==> src/rtl/tuple_coupler.sv <==
// -----------------------------------------------------------------------------
// tuple_coupler
//
// Width-doubling stage that sits directly below a 2-wide merger. Consecutive
// 2-element tuples are packed into one 4-element tuple and buffered in a
// first-word-fall-through FIFO that feeds a 4-wide merger input.
//
// A run terminator is an input tuple whose head element (bits [W-1:0]) is
// zero. Terminators are re-encoded so that every output run ends with an
// all-zero 4-tuple. A half-filled tuple left over at the end of a run is
// flushed with zero padding in its upper half.
//
// Ports
//   i_clk      clock
//   i_rst      synchronous active-high reset
//   i_data     2W  input tuple, head element in [W-1:0]
//   i_write    1   i_data is valid this cycle
//   o_ready    1   high while free FIFO entries > SKID
//   o_data     4W  FIFO head (first-word-fall-through)
//   o_empty    1   FIFO is empty; o_data is meaningless while set
//   i_read     1   pop the head; ignored while o_empty is set
//   o_count    log2(DEPTH)+1  FIFO occupancy
//   o_overrun  1   sticky: a write was dropped for lack of space
//
// Parameters
//   W      element width
//   DEPTH  FIFO entries; power of two and >= SKID+2
//   SKID   free-entry reserve that absorbs writes still in flight after
//          o_ready falls
//
// Handshake semantics:
//   Input side is credit-style, not valid/ready: upstream registers o_ready
//   and may keep issuing i_write for up to SKID cycles after it drops. A write
//   is taken whenever i_write is high and the entries it produces fit in the
//   free space counted before any same-cycle pop; otherwise the whole write
//   is discarded and o_overrun latches. Output side: a pop happens on
//   i_read && !o_empty, and o_data holds the head until that pop.
// -----------------------------------------------------------------------------
module tuple_coupler #(
  parameter int W     = 32,
  parameter int DEPTH = 16,
  parameter int SKID  = 4
) (
  input  logic                     i_clk,
  input  logic                     i_rst,
  input  logic [2*W-1:0]           i_data,
  input  logic                     i_write,
  output logic                     o_ready,
  output logic [4*W-1:0]           o_data,
  output logic                     o_empty,
  input  logic                     i_read,
  output logic [$clog2(DEPTH):0]   o_count,
  output logic                     o_overrun
);

  localparam int AW = $clog2(DEPTH);
  localparam int CW = AW + 1;

  localparam logic [CW-1:0] DEPTH_C = CW'(DEPTH);
  localparam logic [CW-1:0] SKID_C  = CW'(SKID);

  // ---------------------------------------------------------------------------
  // State
  // ---------------------------------------------------------------------------
  logic                 pending_valid_q, pending_valid_d;
  logic [2*W-1:0]       pending_q,       pending_d;
  logic [AW-1:0]        wr_ptr_q,        wr_ptr_d;
  logic [AW-1:0]        rd_ptr_q,        rd_ptr_d;
  logic [CW-1:0]        count_q,         count_d;
  logic                 overrun_q,       overrun_d;

  // Memory has no reset: pointers and count define which entries are live.
  logic [4*W-1:0]       mem_q [DEPTH];

  // ---------------------------------------------------------------------------
  // Write decode
  // ---------------------------------------------------------------------------
  logic                 is_term;
  logic [1:0]           need;
  logic [CW-1:0]        free;
  logic                 fits;
  logic                 accept;
  logic [1:0]           n_wr;
  logic [4*W-1:0]       wr0_data;
  logic [AW-1:0]        wr_ptr_nxt;
  logic                 pop;

  always_comb begin
    is_term  = (i_data[W-1:0] == '0);
    need     = 2'd0;
    wr0_data = '0;

    if (i_write) begin
      if (is_term) begin
        // Terminator: flush any half tuple (zero padded), then the all-zero
        // end-of-run marker.
        need = pending_valid_q ? 2'd2 : 2'd1;
      end else begin
        // Data: only the second half of a pair produces an entry.
        need = pending_valid_q ? 2'd1 : 2'd0;
      end
    end

    // First entry written this cycle. The second entry, when present, is
    // always the all-zero terminator.
    if (is_term) begin
      wr0_data = pending_valid_q ? {{(2*W){1'b0}}, pending_q} : '0;
    end else begin
      wr0_data = {i_data, pending_q};
    end

    // Free space is taken before any pop in the same cycle, so a read never
    // makes room for a simultaneous write.
    free   = DEPTH_C - count_q;
    fits   = (CW'(need) <= free);
    accept = i_write && fits;
    n_wr   = accept ? need : 2'd0;
    pop    = i_read && (count_q != '0);

    wr_ptr_nxt = wr_ptr_q + AW'(1);
  end

  // ---------------------------------------------------------------------------
  // Next-state
  // ---------------------------------------------------------------------------
  always_comb begin
    pending_valid_d = pending_valid_q;
    pending_d       = pending_q;
    overrun_d       = overrun_q;

    if (accept) begin
      if (is_term) begin
        pending_valid_d = 1'b0;
      end else if (pending_valid_q) begin
        pending_valid_d = 1'b0;
      end else begin
        pending_valid_d = 1'b1;
        pending_d       = i_data;
      end
    end

    // A dropped write leaves pending untouched; only the flag records it.
    if (i_write && !fits) begin
      overrun_d = 1'b1;
    end

    // Pointer arithmetic wraps naturally because DEPTH is a power of two.
    wr_ptr_d = wr_ptr_q + AW'(n_wr);
    rd_ptr_d = rd_ptr_q + AW'(pop);
    count_d  = count_q + CW'(n_wr) - CW'(pop);
  end

  // ---------------------------------------------------------------------------
  // Registers
  // ---------------------------------------------------------------------------
  always_ff @(posedge i_clk) begin
    if (i_rst) begin
      pending_valid_q <= 1'b0;
      pending_q       <= '0;
      wr_ptr_q        <= '0;
      rd_ptr_q        <= '0;
      count_q         <= '0;
      overrun_q       <= 1'b0;
    end else begin
      pending_valid_q <= pending_valid_d;
      pending_q       <= pending_d;
      wr_ptr_q        <= wr_ptr_d;
      rd_ptr_q        <= rd_ptr_d;
      count_q         <= count_d;
      overrun_q       <= overrun_d;
    end
  end

  // Dual-entry write port: entry 0 at wr_ptr, terminator at wr_ptr+1.
  always_ff @(posedge i_clk) begin
    if (!i_rst) begin
      if (n_wr != 2'd0) begin
        mem_q[wr_ptr_q] <= wr0_data;
      end
      if (n_wr == 2'd2) begin
        mem_q[wr_ptr_nxt] <= '0;
      end
    end
  end

  // ---------------------------------------------------------------------------
  // Outputs: status depends on registered state only.
  // ---------------------------------------------------------------------------
  assign o_data    = mem_q[rd_ptr_q];
  assign o_empty   = (count_q == '0);
  assign o_count   = count_q;
  assign o_ready   = ((DEPTH_C - count_q) > SKID_C);
  assign o_overrun = overrun_q;

endmodule

==> config.mk <==
export PLATFORM = sky130hd
export DESIGN_NAME = tuple_coupler
export DESIGN_NICKNAME = d
export VERILOG_FILES = /design/src/rtl/tuple_coupler.sv
export SDC_FILE = /design/constraint.sdc
export NUM_CORES = 2
export LEC_CHECK = 0
export CORE_UTILIZATION = 25
export DETAILED_ROUTE_END_ITERATION = 16
export SYNTH_ARGS = -nofsm -noshare
export SYNTH_HDL_FRONTEND = slang
export SYNTH_SLANG_ARGS = --single-unit
==> constraint.sdc <==
create_clock -name i_clk -period 11.2 [get_ports i_clk]
set_input_delay 2.24 -clock i_clk [delete_from_list [all_inputs] [get_ports i_clk]]
set_output_delay 2.24 -clock i_clk [all_outputs]
set_load 0.01 [all_outputs]
==> impl_metrics.tcl <==
set metrics [dict create \
    ir_drop_mv 0.2008 \
    dp_cells 11710 \
    post_drt_wl_per_cell_um 26.69 \
    cts_tree "built" \
    setup_tns_ns 0 \
    multiInputGateArea_um2 41240 \
    ant_nets 0 \
    slew_headroom_pct 6.855 \
    io_buffer_count 203 \
    clkPwrFrac_pct 36.4 \
    grt_max_degree 228 \
    ff2ff_path_depth 11 \
    drc 0 \
    gr-total-overflow 0 \
    grt_usage_pct 17.61 \
    hp-start "mem_q[7][81]" \
    drive_gt1_share_pct 15.85 \
    cpPeakStageDelay_ns 0.97 \
    outcome "finished clean" \
    grt_pass1_wl_um 467800 \
    syn-cell-area_um2 87970 \
    viasPerCell 5.518 \
    cp_slowest_cell "and4_2" \
    final_util_pct 28.64 \
    clockRootBuffer "clkbuf_16" \
    post_cts_resized 0 \
    cts.path.max_buffers 3 \
    whs_endpoint "mem_q[7][81]" \
    p_sw_share_pct 29.68 \
    synth_cells 7764 \
    seq_area_um2 42600 \
    yosysSeqAreaShare_pct 48.40 \
    r2r_slack_ns 6.48 \
    rows 217 \
    cp_cell_sequence "clkdlybuf4s50_1 -> nor4_1 -> and4_2 -> nand2_1 -> inv_1 -> ha_1 -> and2_1 -> ha_1 -> nor2b_1 -> o211a_4 -> a21oi_4 -> buf_4 -> buf_12 -> mux2i_1 -> nor2_1" \
    synth_edf_count 0 \
    vias 66820 \
    crit_arrival_ns 8.93 \
    die_w_um 595.2 \
    synth_top_area_cell "dfxtp_1" \
    yosys_warnings 0 \
    first_pass_iters 6 \
    yosys_register_bits 2127 \
    io_pins 204 \
    r2r-start "o_count[0]" \
    worstMarginPinSlew_ns 1.394 \
    cts_htree_levels 4 \
    worstSetupStartpointType "input port" \
    worstPathMaxFanout 90 \
    yosys.area.top_type_share_pct 48.40 \
    n_fill_cell 35430 \
    cts_hold_buf 0 \
    whs_path_depth 2 \
    dieArea_um2 354300 \
    power_frac_comb_pct 21.0 \
    cts_made_buffers 208 \
    drtIter0Drc 7684 \
    p_seq_share_pct 42.6 \
    synth-main-ff-cell "dfxtp_1" \
    power_switching_mw 5.865 \
    post-cts-setup-buffers 0 \
    fin_crit_sh_pct 73.36 \
    crit_top_cell "ha_1" \
    initial_core_util_pct 25.15 \
    hold_viol 0 \
    layout.cells.non_filler 12110 \
    cp-end-kind "flip-flop" \
    clock_latency_ns 0.89 \
    routed_wirelength_um 323200 \
    synth.area.top_cells "dfxtp_1, mux4_2, a32o_1" \
    powerDensity_nw_per_um2 197.3 \
    slew_violations 0 \
    cp_data_required_time_ns 11.92 \
    min_path_type "flip-flop to flip-flop" \
    cts_sinks 2127 \
    finClkSkew_ns 0.05212 \
    p_leak_nw 33.00 \
    p_int_mw 13.90 \
    fin_nets 7412 \
    dp_hpwl_um 176400 \
    critPathKind "input port to flip-flop" \
    die_h_um 595.2 \
    setup_viol 0 \
    syn2layout_area_growth_pct 13.86 \
    syn-num-nets 7852 \
    syn_area_per_cell_um2 11.33 \
    maxCapViolCount 0 \
    rsz0062_at_grt "no" \
    grt_pass1_vias 67530 \
    synth.distinct_cells 50 \
    antenna_found_initial 39 \
    finalWeightedCongestion 0.8005 \
    core_um2 349700 \
    max_freq_mhz 121.7 \
    async_flop_share_pct 0 \
    fin_crit_ns 8.217 \
    path_clk_slew_ns 0.06 \
    r2r_end "mem_q[11][113]" \
]
final cells by class:
| cell class | instances | share of cell area, % |
|---|---|---|
| clock inverter | 62 | 0.7383 |
| antenna | 8 | 0.01999 |
| multi-input combinational | 4615 | 41.18 |
| tap | 4599 | 5.745 |
| timing repair buffer | 356 | 3.385 |
| sequential | 2127 | 42.53 |
| clock buffer | 327 | 6.345 |
| inverter | 16 | 0.05996 |
sequential cells by signal (all words and copies together) (netlist names):
signal           flops
wr_ptr_q             4
rd_ptr_q             4
pending_valid_q      1
o_count              5
o_overrun            1
mem_q             2048
pending_q           64
worst max-delay path by stage:
| stage | start | end | slack, ns | cells after the start |
|---|---|---|---|---|
| finish | i_data[2] | mem_q[11][113] | 2.98 | 15 |
| global placement | i_data[2] | mem_q[3][54] | 2.39 | 13 |
| detailed placement | i_data[2] | mem_q[3][53] | 2.36 | 13 |
| floorplan | i_data[13] | o_count[4] | 4.91 | 27 |
| CTS | i_data[2] | mem_q[3][28] | 3.24 | 13 |
| global route | i_data[2] | mem_q[3][28] | 2.87 | 14 |
power groups by stage:
stage          clock network (mW)  registers [mW]  logic (mW)
6_report                     7.19            8.41        4.16
5_1_grt                      7.58            8.46        4.43
4_1_cts                      7.27            8.40        4.24
3_5_place_dp                    0            8.56        4.23
3_3_place_gp                    0            8.52        4.20
2_1_floorplan                   0            8.28        2.66
logic make-up after synthesis:
| family | share of synthesized area, % |
|---|---|
| xor gates and xnor gates | 0.07964 |
| buffers and inverters | 5.224 |
| AOI/OAI and AO/OA | 15.56 |
| muxes | 22.75 |
| DFF | 48.40 |
| adders and majority gates | 0.3015 |
| and+or+nand+nor | 7.672 |
placed cells by master (no fill, tap or decap), drive strengths merged, types with 14 or more instances in the layout:
master	n
a21oi	551
nand3	14
buf	154
nor2b	30
mux2i	592
inv	22
ha	18
clkdlybuf4s50	202
clkbuf	327
nand2	1032
a211oi	19
dfxtp	2127
mux4	625
a32o	1024
clkinv	49
nor2	603
a21boi	36
metal layers:
metal  routed length [µm]  global-route usage (%)  up-vias  share of wire [%]
met5                  230                       0        -              0.071
met4                17600                   9.403       36                5.4
met3                27660                   3.342      866                8.6
met2               151200                   28.77     3493                 47
met1               126500                   21.95    34300                 39
li1                     -                       -    28130                  -
synthesized netlist by cell type (4+ instances only):
library cell	count
a2111oi_2	7
a211oi_1	16
a21boi_1	34
a21o_1	5
a21oi_1	540
a21oi_2	10
a32o_1	1024
and4_1	4
buf_1	181
buf_2	385
buf_4	58
buf_6	8
clkbuf_1	374
dfxtp_1	2127
ha_1	18
inv_1	16
mux2i_1	592
mux4_2	625
nand2_1	1031
nand2b_1	4
nand3_1	13
nand4_1	7
nor2_1	588
nor2_2	10
nor2_4	5
nor2b_1	30
nor4_1	8
o21ai_1	4
xnor2_1	4
xor2_1	4
metrics by stage:
| step | cell area (µm²) | hold WS [ns] | power (mW) | worst slack [ns] |
|---|---|---|---|---|
| floorplan | 87970 | 0.4331 | 10.94 | 4.911 |
| detailed placement | 93040 | 0.4445 | 12.79 | 2.357 |
| global route | 100100 | 0.4675 | 20.47 | 2.873 |
| finish | 100200 | 0.4524 | 19.76 | 2.983 |
| global placement | 93040 | 0.4376 | 12.72 | 2.391 |
| CTS | 100100 | 0.4526 | 19.90 | 3.243 |
worst max-delay path: cells and delay by family:
family / cells / cell delay, ns
simple gates: 6 / 2.18
compound gates: 2 / 0.86
buf+inv: 4 / 2.34
fa+ha+maj: 2 / 0.48
mux: 1 / 0.31
No activity file was read; power rests on OpenSTA's default activity.
